===== config.mk =====
export PLATFORM = sky130hd
export DESIGN_NAME = hs_chan_arbiter
export DESIGN_NICKNAME = d
export VERILOG_FILES = /design/src/rtl/hs_chan_arbiter.sv
export SDC_FILE = /design/constraint.sdc
export NUM_CORES = 1
export LEC_CHECK = 0
export ABC_AREA = 1
export BUFFER_PORTS_ARGS = -buffer_cell sky130_fd_sc_hd__buf_2
export CORE_ASPECT_RATIO = 0.8
export CORE_MARGIN = 10
export CORE_UTILIZATION = 38
export CTS_CLUSTER_DIAMETER = 50
export DETAILED_ROUTE_END_ITERATION = 6
export GPL_ROUTABILITY_DRIVEN = 1
export PLACE_DENSITY_LB_ADDON = 0.25
export SLEW_MARGIN = 15
export SYNTH_ARGS = -nofsm -noshare
export SYNTH_HDL_FRONTEND = slang
export SYNTH_SLANG_ARGS = --single-unit

===== constraint.sdc =====
create_clock -name clk -period 1.4 [get_ports clk]
set_input_delay 0.14 -clock clk [delete_from_list [all_inputs] [get_ports clk]]
set_output_delay 0.14 -clock clk [all_outputs]
set_load 0.05 [all_outputs]

===== src/rtl/hs_chan_arbiter.sv =====
// ---------------------------------------------------------------------------
// hs_chan_arbiter
//   Round-robin arbiter that shares one downstream 4-phase req/ack
//   bundled-data channel among N upstream 4-phase requesters. A port is
//   granted, its payload is latched and forwarded downstream, the downstream
//   handshake is completed, and then the upstream handshake is completed.
//
// Optional build macro:
//   HS_ARB_SYNC_EN - when defined, ack_dn and every req_up bit pass through a
//                    2-flop synchronizer before the FSM sees them. Each
//                    input-to-response latency grows by 2 cycles.
//
// Parameters:
//   N   number of upstream requesters (2..8)
//   DW  payload width
//   IW  grant index width, must equal $clog2(N)
//
// Ports:
//   clk       system clock
//   rst_n     synchronous active-low reset
//   req_up    per-port 4-phase request
//   ack_up    per-port 4-phase acknowledge (one-hot or zero)
//   data_up   per-port payload, port i at [i*DW +: DW]
//   req_dn    downstream request
//   ack_dn    downstream acknowledge
//   data_dn   payload forwarded downstream
//   grant_id  index of current / last granted port
//   busy      high while the FSM is not idle
// ---------------------------------------------------------------------------
module hs_chan_arbiter #(
  parameter int N  = 4,
  parameter int DW = 3,
  parameter int IW = 2
) (
  input  logic            clk,
  input  logic            rst_n,
  input  logic [N-1:0]    req_up,
  output logic [N-1:0]    ack_up,
  input  logic [N*DW-1:0] data_up,
  output logic            req_dn,
  input  logic            ack_dn,
  output logic [DW-1:0]   data_dn,
  output logic [IW-1:0]   grant_id,
  output logic            busy
);

  typedef enum logic [1:0] {
    IDLE = 2'd0,
    SEND = 2'd1,
    RTZ  = 2'd2
  } state_t;

  state_t          r_state, w_state_nxt;
  logic            r_req_dn, w_req_dn_nxt;
  logic [N-1:0]    r_ack_up, w_ack_up_nxt;
  logic [DW-1:0]   r_data_dn, w_data_nxt;
  logic [IW-1:0]   r_gid, w_gid_nxt;
  logic [IW-1:0]   r_ptr, w_ptr_nxt;
  logic            r_busy;

  // FSM-side view of the asynchronous-capable inputs
  logic            w_ack_dn;
  logic [N-1:0]    w_req_up;

`ifdef HS_ARB_SYNC_EN
  logic [1:0]      r_ack_sync;
  logic [N-1:0]    r_req_sync0, r_req_sync1;

  always_ff @(posedge clk) begin
    if (!rst_n) begin
      r_ack_sync  <= '0;
      r_req_sync0 <= '0;
      r_req_sync1 <= '0;
    end else begin
      r_ack_sync  <= {r_ack_sync[0], ack_dn};
      r_req_sync0 <= req_up;
      r_req_sync1 <= r_req_sync0;
    end
  end

  assign w_ack_dn = r_ack_sync[1];
  assign w_req_up = r_req_sync1;
`else
  assign w_ack_dn = ack_dn;
  assign w_req_up = req_up;
`endif

  // A port still holding ack high (mid return-to-zero) may not be re-granted.
  logic [N-1:0]    w_elig;
  logic            w_any;
  logic [IW-1:0]   w_pick;

  assign w_elig = w_req_up & ~r_ack_up;

  // Scan from the round-robin pointer upward with wrap; first eligible wins.
  always_comb begin
    int t;
    w_any  = 1'b0;
    w_pick = '0;
    for (int k = 0; k < N; k++) begin
      t = int'(r_ptr) + k;
      if (t >= N) t = t - N;
      if (!w_any && w_elig[t]) begin
        w_any  = 1'b1;
        w_pick = IW'(t);
      end
    end
  end

  // Next-state and next-output logic
  always_comb begin
    w_state_nxt  = r_state;
    w_req_dn_nxt = r_req_dn;
    w_ack_up_nxt = r_ack_up;
    w_data_nxt   = r_data_dn;
    w_gid_nxt    = r_gid;
    w_ptr_nxt    = r_ptr;
    case (r_state)
      IDLE: begin
        // A lingering ack from downstream blocks new grants until it drops.
        if (!w_ack_dn && w_any) begin
          w_data_nxt   = data_up[w_pick*DW +: DW];
          w_gid_nxt    = w_pick;
          w_req_dn_nxt = 1'b1;
          w_state_nxt  = SEND;
        end
      end
      SEND: begin
        // Upstream req dropping early is ignored: the transfer completes.
        if (w_ack_dn) begin
          w_req_dn_nxt        = 1'b0;
          w_ack_up_nxt        = '0;
          w_ack_up_nxt[r_gid] = 1'b1;
          w_state_nxt         = RTZ;
        end
      end
      RTZ: begin
        if (!w_ack_dn && !w_req_up[r_gid]) begin
          w_ack_up_nxt = '0;
          w_ptr_nxt    = (r_gid == IW'(N-1)) ? '0 : r_gid + 1'b1;
          w_state_nxt  = IDLE;
        end
      end
      default: begin
        w_req_dn_nxt = 1'b0;
        w_ack_up_nxt = '0;
        w_state_nxt  = IDLE;
      end
    endcase
  end

  always_ff @(posedge clk) begin
    if (!rst_n) begin
      r_state   <= IDLE;
      r_req_dn  <= 1'b0;
      r_ack_up  <= '0;
      r_data_dn <= '0;
      r_gid     <= '0;
      r_ptr     <= '0;
      r_busy    <= 1'b0;
    end else begin
      r_state   <= w_state_nxt;
      r_req_dn  <= w_req_dn_nxt;
      r_ack_up  <= w_ack_up_nxt;
      r_data_dn <= w_data_nxt;
      r_gid     <= w_gid_nxt;
      r_ptr     <= w_ptr_nxt;
      r_busy    <= (w_state_nxt != IDLE);
    end
  end

  assign req_dn   = r_req_dn;
  assign ack_up   = r_ack_up;
  assign data_dn  = r_data_dn;
  assign grant_id = r_gid;
  assign busy     = r_busy;

endmodule


* Word level (Yosys, flattened, before mapping)
Index checks and enable logic that the tools add are counted.
Storage, ports and cells: flip-flop bits (word level) 15, input port bits 19, output and inout bits 11
Operators by class: $add $sub $neg 8, multipliers 1, $lt $le $gt $ge 10, eq/ne operators 6, shift operators 1, multiplexer cells 39, bitwise logic cells 4, reduce and logical (&&, ||, !) cells 17
Operator list (count):
- < comparator 32 x 4 -> 1 bit, second input constant | 4
- two-way mux 32 bit | 4
- two-way mux 1 bit | 16
- two-way mux 2 bit | 8
- case mux 4 bit (3 select lines) | 1
- variable part select 12 x 5 -> 3 bit | 1
- subtractor 3 x 3 -> 4 bit, second input constant | 3
- binary-select mux 1 bit (select 2 bit) | 5
- greater-or-equal comparator 3 bit, second input constant | 3
- two-way mux 4 bit | 2
- adder 2 x 2 -> 3 bit, second input constant | 2
- logical AND 1 bit | 6
- inequality test 2 bit, second input constant | 3
- case mux 2 bit (3 select lines) | 1
- AND reduction 3 bit | 2
- logical NOT 1 bit | 5
- AND 4 bit | 1
- == test 2 bit, second input constant | 2
- multiplier 2 x 2 -> 4 bit, second input constant | 1
- inverter 4 bit | 1
- AND reduction 2 bit | 2
- subtractor 2 x 3 -> 4 bit, second input constant | 1
- adder 2 x 1 -> 3 bit, second input constant | 1
- greater-or-equal comparator 2 x 3 -> 1 bit, second input constant | 1
- 9 further kinds | 10

* Logic depth before layout (Yosys ltp)
word-level depth 19, gate-level depth with buffers 14, depth with buffers taken out 13

* Least setup slack after synthesis
Ideal clock, no wire load.
kind flip-flop to flip-flop, from register r_ack_up[3] (netlist: ack_up[3]), to register r_data_dn[1] (netlist: data_dn[1]), library setup time 0.113 ns, arrival 1.667 ns, required time 1.287 ns, path slack -0.380 ns, stages on the path, launching flop included 12, path buffers 0, clock period less this slack 1.780 ns, path through dfxtp_1 inv_1 nand3_1 nand3_1 nand2_4 nand4_2 nand2_2 inv_2 nor2_1 nor2_1 nand2_1 nor2_1
On the way: cells in the longest elaborated chain, start to end 17, elaborated cells between the ends (all ways) 32
RTL lines:
- start: declaration | line 55 | logic [N-1:0] r_ack_up, w_ack_up_nxt;
- start signal: assignment | line 164 | r_ack_up <= w_ack_up_nxt;
- inverter 4 bit * | line 93 | assign w_elig = w_req_up & ~r_ack_up;
- AND 4 bit * | line 93
- binary-select mux 1 bit (select 2 bit) | line 103 | if (!w_any && w_elig[t]) begin
- two-way mux 1 bit (not written as such) (2 in series) | line 103
- two-way mux 1 bit | line 103
- logical NOT 1 bit | line 103
- logical AND 1 bit | line 103
- two-way mux 1 bit | line 103
- logical NOT 1 bit | line 103
- logical AND 1 bit | line 103
- two-way mux 1 bit | line 103
- logical NOT 1 bit | line 103
- logical AND 1 bit | line 103
- two-way mux 2 bit / two-way mux 1 bit (equally long branches) | line 103
- multiplier 2 x 2 -> 4 bit / logical AND 1 bit (equally long branches) | line 122, 121
- variable part select 12 x 5 -> 3 bit / AND reduction 2 bit (equally long branches)
- end signal: assignment | line 165 | r_data_dn <= w_data_nxt;
- end: declaration | line 56 | logic [DW-1:0] r_data_dn, w_data_nxt;
Mark *: on every way between the ends. The rest lies on a longest branch, timed or not. The select of a mux whose other input is x is not followed. A chain may end at the register's enable or synchronous reset.

* Worst setup path in the final report
from register r_ptr[0], to register r_data_dn[0] (netlist: data_dn[0])
On the way: cells in the longest elaborated chain, start to end 17, elaborated cells between the ends (all ways) 45
RTL lines:
- start: declaration | line 58 | logic [IW-1:0] r_ptr, w_ptr_nxt;
- start signal: assignment | line 167 | r_ptr <= w_ptr_nxt;
- branches (longest 17 deep; another with subtractor 3 x 3 -> 4 bit)
Several ways; the timed one is not identified. The select of a mux whose other input is x is not followed.

==> reports/results.tsv <==
metric	value	unit
number of global-route vias before repair	1316	
LEAKAGE	0.8563	nW
1st-pass router iterations	4	
Antenna Violating Nets Remaining	0	
PortBufs	29	
Tightest Pin Transition	0.3784	ns
Period minus WS final	1.657	ns
Die Area	5712	sq um
Final Max Tran Viols	0	
top post-synthesis cells by area	dfxtp_1 (26%), nand2_1 (13%), nand3_1 (10%)	
Synth top area share	25.67	%
io pins	30	
GRT overflow	0	
Iter 0 DRT Violations	88	
TritonCTS Buffers	3	
total of max-cap violations	0	
Vert. Die Dim	69.63	um
dpl cell area	1575	sq um
layout cells sized above 1	58.41	%
Routed WL	3.666	mm
clk sinks	15	
crit path max fanout	8	
first-pass GRT wire length	5.809	mm
final std cell area, no fill	1866	sq um
GRT Util Overall	12.06	%
CTS Root Cell	clkbuf_8	
Buf/Inv on CP	1	
sequential cell area fraction in the yosys report	25.67	%
Crit path top cell by count	nor2_2	
Final Hold Vio Count	0	
footprint of the multi-input gates	1040	sq um
clock slew at the register clock pins of the worst setup and hold paths	0.06	ns
H-tree depth	1	
Largest stage delay, worst path	0.49	ns
final setup violation count	8	
CP Class	reg -> reg	
synth-to-layout area growth	59.47	%
Power Density	901.6	nW/um^2
storage element area	325.3	sq um
nets	250	
routed via count	1331	
setup TNS	-1.461	ns
worst skew pair latency	0.24	ns
Tcrit/Tclk final	118.4	%
CTS Buffer Depth	2	
worst min path class	in -> reg	
final setup margin	-0.2572	ns
Avg Inst Size Synth	6.685	sq um
post-DR vias/cell	5.042	
YS warnings	0	
Worst slew margin	74.75	%
status	finished, violations left	
FILL cells	251	
CP Capture Type	flop	
FP Rows	17	
core box area	2850	sq um
post-synth cell types	23	
# DRC	0	
worst-case vdd ir drop	0.7402	mV
Fmax achieved	603.4	MHz
Synth area leader	dfxtp_1	
Syn Std Cell Area	1170	sq um
synthesized flop and latch total	15	
starting density of the core	41.04	%
hold buffer count at cts	0	
slowest CP cell	dfxtp_4	
detailed placement HPWL	2.776	mm
failing checks	negative setup slack	
Syn Nets	198	
wire length per cell	13.89	um
crit path DAT	1.80	ns
Die Width	82.04	um
Setup crit start kind	flop	
cells after synthesis	175	
initial antenna violation count	0	
n_diodes	0	
Crit path max-delay family	simple AND/OR/NAND/NOR gates	
GPL Wtd Cong	0.9306	
CTS tree	yes	
largest net degree at the start of global routing	13	
Fin Clk Skew	0.001335	ns
CP cell instances	inv_12, nand3_4, nand3_2, nand2_4, nand3_2, nor2_2, nor2_2, nor2_4, nand2_1, nor2_2, nor2_1	
CP required	1.54	ns
RSZ-0062 raised after global routing	yes	
-- metrics by stage --
| step | worst slack [ns] | cells | util (%) | hold slack, ns | total power [mW] |
|---|---|---|---|---|---|
| floorplan | -0.04948 | 175 | - | 0.2684 | 0.9864 |
| global placement | -0.1889 | 258 | 55.27 | 0.4129 | 1.177 |
| detailed placement | -0.2388 | 258 | 55.27 | 0.4205 | 1.194 |
| CTS | -0.1845 | 262 | 60.32 | 0.1632 | 1.596 |
| global route | -0.3389 | 264 | 65.45 | 0.1810 | 1.788 |
| finish | -0.2572 | 264 | 65.45 | 0.1699 | 1.682 |
-- worst paths after layout --
check        cells after the start          to  slack, ns  startpoint
min reg2reg                      2      req_dn       0.48      req_dn
max                             11  data_dn[0]      -0.26    r_ptr[0]
min                              3    r_ptr[1]       0.17       rst_n
max reg2reg                     11  data_dn[0]      -0.26    r_ptr[0]
-- final cells by class --
type,instances,area share (%)
multi-input cells,136,55.73
clock inverters,1,0.2683
well taps,38,2.549
clock buffers,3,2.213
repair buffers,49,16.43
inverters,22,5.366
flip-flops and latches,15,17.44
-- registers in the layout, indices dropped and copies added (netlist names) --
signal	cells
r_state	2
data_dn	3
ack_up	4
r_ptr	2
req_dn	1
grant_id	2
busy	1
-- worst reg2reg max path, cell delays in order, from the launching register on --
cell     delay [ns]
dfxtp_4        0.49
inv_12         0.08
nand3_4        0.11
nand3_2        0.09
nand2_4        0.16
nand3_2        0.10
nor2_2         0.10
nor2_2         0.06
nor2_4         0.10
nand2_1        0.10
nor2_2         0.12
nor2_1         0.05
-- cell usage after synthesis (all sizes together) --
cell,instances
nand3,32
a21oi,9
o21ai,3
ha,4
nand2,50
inv,22
a211oi,5
buf,1
nand4,3
nor2,26
nor3,2
a31oi,2
dfxtp,15
clkbuf,1
-- cells in the final DEF, fill, tap and decap left out, drive strengths merged, types with 4 or more instances in the layout --
cell type  instances
nand3             32
buf               49
ha                 4
a211oi             5
nor2              26
nand2             50
a21oi              9
dfxtp             15
inv               22
-- cell families after synthesis --
logic type	Yosys count	share of synthesized area (%)
buffers and inverters	24	8.556
AND/OR/NAND/NOR	113	52.09
AO/OA/AOI/OAI	19	9.411
flip-flops	15	25.67
adder cells (fa/ha/maj)	4	4.278
-- routing by layer --
layer  global-route usage [%]  share of wire [%]  wire [um]  up-vias
met4                    2.809                1.6         58        0
met1                    13.83                 43       1564      624
met2                    21.76                 53       1955       20
met3                    2.326                2.4         88        6
met5                        0                  0          0        -
li1                         -                  -          -      681
-- report_power, final --
group,leakage [nW],internal [mW],switching [mW],total [mW]
clock network,0.0255,0.197,0.150,0.347
logic,0.702,0.291,0.539,0.830
registers,0.129,0.472,0.0337,0.505
-- timing repair --
action / CTS / global route
endpoints found under the setup margin: 8 / 12
gates cloned: 0 / 0
resized for setup: 28 / 34
pin swaps: 16 / 27
buffers inserted: 1 / 2
Note: power is estimated with default switching activity, not from simulation.
